$ cat config.mk
export PLATFORM = sky130hd
export DESIGN_NAME = mem_readout_sched_flat
export DESIGN_NICKNAME = d
export VERILOG_FILES = /design/src/rtl/mem_readout_sched_pkg.sv /design/src/rtl/mem_readout_sched_if.sv /design/src/rtl/mem_readout_sched_prio_pick.sv /design/src/rtl/mem_readout_sched.sv /design/src/flat_wrapper.sv
export SDC_FILE = /design/constraint.sdc
export NUM_CORES = 1
export LEC_CHECK = 0
export CAP_MARGIN = 20
export CORE_ASPECT_RATIO = 0.7
export CORE_UTILIZATION = 54
export DETAILED_ROUTE_END_ITERATION = 8
export HOLD_SLACK_MARGIN = 0.15
export PLACE_DENSITY = 0.84
export SLEW_MARGIN = 20
export SYNTH_ARGS = -nofsm -noshare
export SYNTH_HDL_FRONTEND = slang
export SYNTH_SLANG_ARGS = --single-unit
export TNS_END_PERCENT = 20
$ cat constraint.sdc
create_clock -name clk -period 4.6 [get_ports clk]
set_input_delay 0.92 -clock clk [delete_from_list [all_inputs] [get_ports clk]]
set_output_delay 0.92 -clock clk [all_outputs]
set_load 0.1 [all_outputs]
$ cat src/rtl/mem_readout_sched_pkg.sv
// Shared constants, FSM states and the port -> stream-mux select code table
// for the memory readout scheduler.
package mem_readout_pkg;

    localparam int NPORTS  = 12;
    localparam int ADDR_W  = 6;
    localparam int CNT_W   = ADDR_W + 1;
    localparam int RD_LAT  = 1;
    localparam int MAX_CYC = 108;
    localparam int CYC_W   = 7;

    localparam logic [CNT_W-1:0] MAX_ENT  = CNT_W'(64);
    localparam logic [3:0]       SEL_IDLE = 4'hF;

    typedef enum logic [1:0] {
        IDLE,
        READ,
        DONE
    } state_t;

    // Codes 0, A and E are reserved by the downstream mux and never produced.
    function automatic logic [3:0] sel_code(input logic [3:0] port);
        logic [3:0] code;
        if (port <= 4'd8)
            code = port + 4'd1;
        else if (port <= 4'd11)
            code = port + 4'd2;
        else
            code = SEL_IDLE;
        return code;
    endfunction

    function automatic logic [CNT_W-1:0] sat_count(input logic [CNT_W-1:0] c);
        return (c > MAX_ENT) ? MAX_ENT : c;
    endfunction

endpackage

$ cat src/rtl/mem_readout_sched_if.sv
// Handshake/bus bundle between the readout scheduler and its environment.
interface mem_readout_sched_if;
    import mem_readout_pkg::*;

    logic                    start;
    logic [2:0]              bx_in;
    logic [NPORTS*CNT_W-1:0] nent;
    logic                    hold;
    logic [ADDR_W-1:0]       rd_addr;
    logic [2:0]              rd_bx;
    logic                    rd_en;
    logic [3:0]              sel;
    logic                    busy;
    logic                    done;
    logic                    trunc;

    modport master (
        output start, bx_in, nent, hold,
        input  rd_addr, rd_bx, rd_en, sel, busy, done, trunc
    );

    modport slave (
        input  start, bx_in, nent, hold,
        output rd_addr, rd_bx, rd_en, sel, busy, done, trunc
    );

endinterface

$ cat src/rtl/mem_readout_sched_prio_pick.sv
// Lowest-set-bit priority encoder over the pending-port mask.
module prio_pick
    import mem_readout_pkg::*;
(
    input  logic [NPORTS-1:0] mask,
    output logic [3:0]        idx,
    output logic              valid
);

    // Scanning downwards lets the lowest set bit be the last (winning) write.
    always_comb begin
        idx   = '0;
        valid = 1'b0;
        for (int k = NPORTS - 1; k >= 0; k--) begin
            if (mask[k]) begin
                idx   = 4'(k);
                valid = 1'b1;
            end
        end
    end

endmodule

$ cat src/rtl/mem_readout_sched.sv
// Per-BX readout scheduler: walks non-empty ports in priority order, issues
// shared read addresses and a latency-aligned mux select, within a cycle budget.
module mem_readout_sched
    import mem_readout_pkg::*;
(
    input  logic               clk,
    input  logic               rst_n,
    mem_readout_sched_if.slave bus
);

    state_t             state_q, state_d;
    logic [3:0]         cur_q, cur_d;
    logic [ADDR_W-1:0]  addr_q, addr_d;
    logic [CYC_W-1:0]   cyc_q, cyc_d;
    logic [NPORTS-1:0]  pending_q, pending_d;
    logic [2:0]         bx_q, bx_d;
    logic               trunc_q, trunc_d;
    logic [CNT_W-1:0]   count_q [NPORTS];
    logic [CNT_W-1:0]   count_d [NPORTS];
    logic [CNT_W-1:0]   start_count [NPORTS];
    logic [NPORTS-1:0]  start_mask;
    logic [NPORTS-1:0]  cur_onehot;
    logic [NPORTS-1:0]  pick_mask;
    logic [3:0]         pick_idx;
    logic               pick_valid;
    logic               issue;
    logic               last_rd;
    logic [3:0]         sel_in;
    logic [3:0]         sel_pipe [RD_LAT];

    always_comb begin
        for (int k = 0; k < NPORTS; k++) begin
            start_count[k] = sat_count(bus.nent[k*CNT_W +: CNT_W]);
            start_mask[k]  = (start_count[k] != '0);
        end
    end

    // One encoder serves both a fresh start and the hand-over to the next port.
    assign cur_onehot = NPORTS'(1) << cur_q;
    assign pick_mask  = bus.start ? start_mask : (pending_q & ~cur_onehot);
    assign issue      = (state_q == READ) && !bus.hold && !bus.start;
    assign last_rd    = ({1'b0, addr_q} == (count_q[cur_q] - CNT_W'(1)));

    prio_pick u_pick (
        .mask  (pick_mask),
        .idx   (pick_idx),
        .valid (pick_valid)
    );

    always_ff @(posedge clk or negedge rst_n) begin
        if (!rst_n) begin
            state_q   <= IDLE;
            cur_q     <= '0;
            addr_q    <= '0;
            cyc_q     <= '0;
            pending_q <= '0;
            bx_q      <= '0;
            trunc_q   <= 1'b0;
            for (int k = 0; k < NPORTS; k++) count_q[k] <= '0;
        end else begin
            state_q   <= state_d;
            cur_q     <= cur_d;
            addr_q    <= addr_d;
            cyc_q     <= cyc_d;
            pending_q <= pending_d;
            bx_q      <= bx_d;
            trunc_q   <= trunc_d;
            for (int k = 0; k < NPORTS; k++) count_q[k] <= count_d[k];
        end
    end

    // start always wins, aborting any readout in flight without a done pulse.
    always_comb begin
        state_d   = state_q;
        cur_d     = cur_q;
        addr_d    = addr_q;
        cyc_d     = cyc_q;
        pending_d = pending_q;
        bx_d      = bx_q;
        trunc_d   = trunc_q;
        count_d   = count_q;
        if (bus.start) begin
            bx_d      = bus.bx_in;
            count_d   = start_count;
            pending_d = start_mask;
            cyc_d     = '0;
            trunc_d   = 1'b0;
            addr_d    = '0;
            cur_d     = pick_idx;
            state_d   = pick_valid ? READ : DONE;
        end else begin
            case (state_q)
                READ: begin
                    cyc_d = cyc_q + CYC_W'(1);
                    if (issue) begin
                        if (last_rd) begin
                            pending_d = pending_q & ~cur_onehot;
                            addr_d    = '0;
                            if (pick_valid) cur_d = pick_idx;
                            else            state_d = DONE;
                        end else begin
                            addr_d = addr_q + ADDR_W'(1);
                        end
                    end
                    if ((cyc_d == CYC_W'(MAX_CYC)) && (pending_d != '0)) begin
                        trunc_d = 1'b1;
                        state_d = DONE;
                    end
                end
                DONE:    state_d = IDLE;
                default: state_d = state_q;
            endcase
        end
    end

    always_comb begin
        sel_in      = issue ? sel_code(cur_q) : SEL_IDLE;
        bus.rd_en   = issue;
        bus.busy    = (state_q != IDLE);
        bus.done    = (state_q == DONE) && !bus.start;
        bus.rd_addr = addr_q;
        bus.rd_bx   = bx_q;
        bus.trunc   = trunc_q;
        bus.sel     = sel_pipe[RD_LAT-1];
    end

    // Select pipeline shifts every cycle so it stays aligned with memory data.
    always_ff @(posedge clk or negedge rst_n) begin
        if (!rst_n) begin
            for (int i = 0; i < RD_LAT; i++) sel_pipe[i] <= SEL_IDLE;
        end else begin
            sel_pipe[0] <= sel_in;
            for (int i = 1; i < RD_LAT; i++) sel_pipe[i] <= sel_pipe[i-1];
        end
    end

endmodule
$ cat src/flat_wrapper.sv
// flat-port wrapper written by rule: the top's interface ports become plain ports
module mem_readout_sched_flat import mem_readout_pkg::*;
  (clk, rst_n, bus_start, bus_bx_in, bus_nent, bus_hold, bus_rd_addr, bus_rd_bx, bus_rd_en, bus_sel, bus_busy, bus_done, bus_trunc);
  mem_readout_sched_if bus_i ();
  input  logic clk;
  input  logic rst_n;
  input wire logic [$bits(bus_i.start)-1:0] bus_start;
  input wire logic [$bits(bus_i.bx_in)-1:0] bus_bx_in;
  input wire logic [$bits(bus_i.nent)-1:0] bus_nent;
  input wire logic [$bits(bus_i.hold)-1:0] bus_hold;
  output wire logic [$bits(bus_i.rd_addr)-1:0] bus_rd_addr;
  output wire logic [$bits(bus_i.rd_bx)-1:0] bus_rd_bx;
  output wire logic [$bits(bus_i.rd_en)-1:0] bus_rd_en;
  output wire logic [$bits(bus_i.sel)-1:0] bus_sel;
  output wire logic [$bits(bus_i.busy)-1:0] bus_busy;
  output wire logic [$bits(bus_i.done)-1:0] bus_done;
  output wire logic [$bits(bus_i.trunc)-1:0] bus_trunc;
  assign bus_i.start = bus_start;
  assign bus_i.bx_in = bus_bx_in;
  assign bus_i.nent = bus_nent;
  assign bus_i.hold = bus_hold;
  assign bus_rd_addr = bus_i.rd_addr;
  assign bus_rd_bx = bus_i.rd_bx;
  assign bus_rd_en = bus_i.rd_en;
  assign bus_sel = bus_i.sel;
  assign bus_busy = bus_i.busy;
  assign bus_done = bus_i.done;
  assign bus_trunc = bus_i.trunc;
  mem_readout_sched u_core (.clk(clk), .rst_n(rst_n), .bus(bus_i));
endmodule
==> results summary, run 1 <==
The fraction of the mapped netlist area in compound gates is 17.4%. After clock tree synthesis, the clock-pin slew on the worst setup and hold paths is around 0.06 ns. The count of buffers added by post-CTS timing repair for setup is 0. The leakage component of the power came out at approximately 3.6 nW. The number of nets in the synthesized netlist is 794. In this design, the largest share of critical-path delay is due to compound AO/OA/AOI/OAI gates. The worst endpoint data arrival time is 4.50 ns. The remaining antenna violation count is 0.

The delay of the slowest cell on the worst path came out at between 0.7 and 0.8 ns. The kind of start point of the critical path is a register. The total power draw came out at 3.34 mW. The startpoint of the worst register-to-register path is u_core.cur_q[0]. The critical path goes through and2b_1 -> a22oi_1 -> a31oi_1 -> ha_1 -> xnor2_1 -> xnor2_1 -> nand3_1 -> nor4_2 -> o2111ai_2 -> o31ai_2 -> o2111ai_1 -> o31ai_2 -> o221a_1. The tightest min-delay check is of the register to register type. The share of synthesized cell area in full adder, half adder and majority cells came out at under 10%. The clock passes through at most 2 buffers.

The maximum clock skew at final layout came out at between 0.008 and 0.009 ns. The minimum clock period is 4.14 ns. The synthesized instance count came out at 693. The max-slew violation total from the final report came to 0.

The highest layer touched by signal routing is met4. For the pin with the worst max-slew slack, the measured transition is 0.984 ns. Synthesis inferred 123 register bits. The post-cts resize count is 0.

The CTS sink count is approximately 120. The Yosys step of the flow raised 0 warnings. In the synthesized netlist the async set-or-reset flop fraction comes to 100%. The leftover overflow at the end of global routing is 0. STA puts the critical path data required time at between 4 and 5 ns.

Detailed routing placed a total of between 8000 and 9000 microns of wire on met2. The via count is 6062. In this run the most critical hold path is launched from u_core.count_q[22]. For the worst flop-to-flop path, the logic depth is 13. The cell depth of the worst min-delay path came out at 1. The number of placement rows came out at 33. The mean post-synth cell area came out at 9.81 sq um.

Setup repair after global routing left no endpoint under its margin. The routed wirelength normalized by instance count came out at approximately 20 microns. The routed metal-1 wirelength came out at ~8700 microns.

Summed over all failing endpoints, the final setup total negative slack is 0 ns. In the routed design, unresolved DRC markers number 0. The upper clock frequency limit is ~240 MHz. The flow ran to the end, and the final reports show no timing, DRC or antenna violations. Counting flops with a built-in enable in the synthesized netlist gives 0. The kind of end point of the critical path is a register. The DRC marker count from the first detailed-route iteration is around 420.

In this run the power density over the cells is 383 nW/um^2. The number of global-route vias before repair came out at around 5900. After layout, the worst path uses 90.1% of the clock period. The tightest slew margin relative to the limit came out at between 30% and 40%. The largest net degree at the start of global routing came out at 68. The number of vias per cell after detailed routing is approximately 6.2. The clock latency on the worst-skew pair is 0.42 ns. For this run, the leading register cell type out of synthesis is dfrtp_1. The endpoint identified for the worst register-to-register timing path is u_core.state_q[0]. The count of endpoints failing hold in the final timing report is 0. The post-synthesis simple-gate area fraction came out at 18.0%. The maximum resistive drop on vdd came out at between 0.0002 and 0.0003 V. The number of H-tree branching levels is 4. Across the run, the number of max-cap violations was 0. The register area share after synthesis came out at between 40% and 50%. The mux contribution to synthesized area came out at a little under a tenth. The fraction of layout cells with a size suffix above 1 came out at 12.7%. The I/O pin count is 108.

Setup violations remaining at the end of the flow were counted as 0. The detailed-router iteration count before antenna repair came out at 5. The floorplan step defined a die boundary enclosing around 13000 sq um. The initial antenna violation count came out at 0. After Yosys synthesis, XOR and XNOR cells account for 2.19% of the synthesized area.

The category of the critical setup timing path is register to register. The global placement routability congestion came out at ~1.0. The starting utilization of the core area is roughly 57%.

TritonCTS built the clock tree. The first-pass GRT wire length is ~31000 microns. The number of buffers inserted during clock tree synthesis is 17. For hold timing, the worst endpoint is u_core.count_q[22]. After synthesis, the largest family of logic cells by area is simple AND/OR/NAND/NOR gates.

The buffers plus inverters on the worst setup path is 0. The number of different library cells used by synthesis comes to 62. In this run the standard cell core region covers 12000 sq um. The sum of routed wire length over all layers came out at slightly below 20000 microns.

In the detailed route, the total length drawn on met3 is roughly 1600 microns. The antenna diode count is 0. The die height is 95.9 microns.

The number of hold buffers added after cts came out at 0. The overall track demand over capacity in global routing is between 30% and 40%. The post-detailed-placement half-perimeter wirelength came out at ~14000 microns. The count of port buffers added during placement came out at between 100 and 150.

In this run the worst path has a maximum fanout of 11. After the last flow step, the layout net total stands at ~910. In this run the clock root is driven by a clkbuf_16. The worst reg-to-reg setup slack came out at between 0.4 and 0.5 ns.

The synthesis-to-layout area growth came out at 28.4%. The post-synth design cell area came out at ~6800 sq um. The slowest stage of the critical path belongs to the cell dfrtp_1.

The die is 136 microns wide. The final-layout fill cell count is slightly above 800. The path length in cells of the critical path came out at 13.
-- worst max path at each step --
| stage | startpoint | slack, ns | end |
|---|---|---|---|
| floorplan | bus_start | 1.08 | u_core.state_q[0] |
| global placement | bus_nent[34] | 0.57 | u_core.cur_q[0] |
| detailed placement | bus_nent[34] | 0.45 | u_core.cur_q[0] |
| CTS | u_core.cur_q[0] | 0.56 | u_core.state_q[0] |
| global route | u_core.cur_q[0] | 0.31 | u_core.state_q[0] |
| finish | u_core.cur_q[0] | 0.46 | u_core.state_q[0] |
-- synth_stat cells, types with 2 or more instances --
cell | count | area (sq um)
a22oi_2 | 2 | 25.0
a22oi_1 | 6 | 45.0
o31ai_2 | 3 | 37.5
buf_1 | 4 | 15.0
nand4_1 | 6 | 37.5
mux4_2 | 7 | 158
buf_6 | 6 | 67.6
mux2_2 | 16 | 180
inv_1 | 59 | 221
o2bb2ai_1 | 31 | 272
o21ai_0 | 67 | 335
xor2_1 | 9 | 78.8
and4_1 | 2 | 17.5
o41ai_1 | 12 | 105
nor4_1 | 4 | 25.0
o211ai_1 | 3 | 22.5
nand3b_1 | 46 | 345
xnor2_1 | 8 | 70.1
o31a_1 | 2 | 17.5
a21oi_1 | 10 | 50.1
buf_2 | 4 | 20.0
nand2_1 | 73 | 274
ha_1 | 10 | 125
nor2_1 | 27 | 101
mux2i_1 | 28 | 280
dfrtp_1 | 119 | 2980
nand3_1 | 18 | 90.1
or4_1 | 12 | 90.1
a21o_1 | 6 | 45.0
and3_1 | 9 | 56.3
nor3_1 | 7 | 35.0
a31oi_1 | 7 | 43.8
nor2b_1 | 6 | 37.5
nand2b_1 | 3 | 18.8
clkbuf_1 | 22 | 82.6
dfstp_2 | 4 | 105
or2_2 | 2 | 12.5
o22ai_1 | 9 | 56.3
-- power breakdown --
part / internal [mW] / switching (mW)
clock network: 0.938 / 0.506
registers: 1.17 / 0.0618
logic: 0.282 / 0.390
-- per-stage QoR --
| stage | area, sq um | cells | worst slack (ns) | hold WS [ns] | utilization, % |
|---|---|---|---|---|---|
| after floorplan | 6800 | 693 | 1.08 | 0.449 | - |
| after global placement | 8090 | 945 | 0.572 | 0.468 | 67.6 |
| after detailed placement | 8090 | 945 | 0.453 | 0.473 | 67.6 |
| after CTS | 8730 | 977 | 0.558 | 0.488 | 72.9 |
| after global routing | 8730 | 977 | 0.308 | 0.499 | 72.9 |
| final | 8730 | 977 | 0.456 | 0.485 | 72.9 |
-- cell type report --
type | count | area (sq um) | share of cell area (%)
sequential | 123 | 3080 | 35.3
clock inverter | 13 | 189 | 2.16
clock buffer | 19 | 453 | 5.19
tap | 157 | 196 | 2.25
timing repair buffer | 132 | 1290 | 14.7
multi-input combinational | 474 | 3300 | 37.8
inverter | 59 | 221 | 2.54
-- layer usage --
metal  vias to the layer above  track usage (%)
li1                       2749                -
met1                      2978             43.0
met2                       298             50.5
met3                        37             8.53
met4                         0             12.2
met5                         -                0
-- cell usage in the layout (no fill, tap or decap), drive strengths merged, types with 10 or more instances in the layout --
cell type,synthesis,layout
o21ai,68,68
clkdlybuf4s50,0,103
ha,10,10
inv,59,61
nand3b,46,46
nor2,27,27
a21oi,10,10
clkbuf,22,19
nand2,73,73
mux2i,28,28
or4,13,13
nand3,18,18
o2bb2ai,31,31
o41ai,12,12
dfrtp,119,119
mux2,16,16
buf,15,29
-- state kept, by name, indices dropped and copies added, names as in the netlist --
signal and cells:
u_core.bus.sel 4, u_core.cur_q 4, u_core.pending_q 12, u_core.bus.rd_addr 6
u_core.bus.rd_bx 3, u_core.cyc_q 7, u_core.state_q 2, u_core.bus.trunc 1
u_core.count_q 84
-- cells by family after synthesis --
group,after synthesis
AND/OR/NAND/NOR,224
XOR/XNOR,17
adder cells (fa/ha/maj),10
multiplexers,51
buffers and inverters,96
AO/OA/AOI/OAI,172
flip-flops,123
(Power assumes the default switching activity.)
==> run 2: changes to the inputs <==
--- a/config.mk
+++ b/config.mk
@@ -8,11 +8,12 @@
 export CAP_MARGIN = 20
 export CORE_ASPECT_RATIO = 0.7
 export CORE_UTILIZATION = 54
+export CTS_CLUSTER_DIAMETER = 80
 export DETAILED_ROUTE_END_ITERATION = 8
 export HOLD_SLACK_MARGIN = 0.15
 export PLACE_DENSITY = 0.84
+export SETUP_SLACK_MARGIN = 0.3
 export SLEW_MARGIN = 20
 export SYNTH_ARGS = -nofsm -noshare
 export SYNTH_HDL_FRONTEND = slang
 export SYNTH_SLANG_ARGS = --single-unit
-export TNS_END_PERCENT = 20
==> results of run 2 <==
Same layout as run 1: the final DEF is identical, and so are final timing and power.
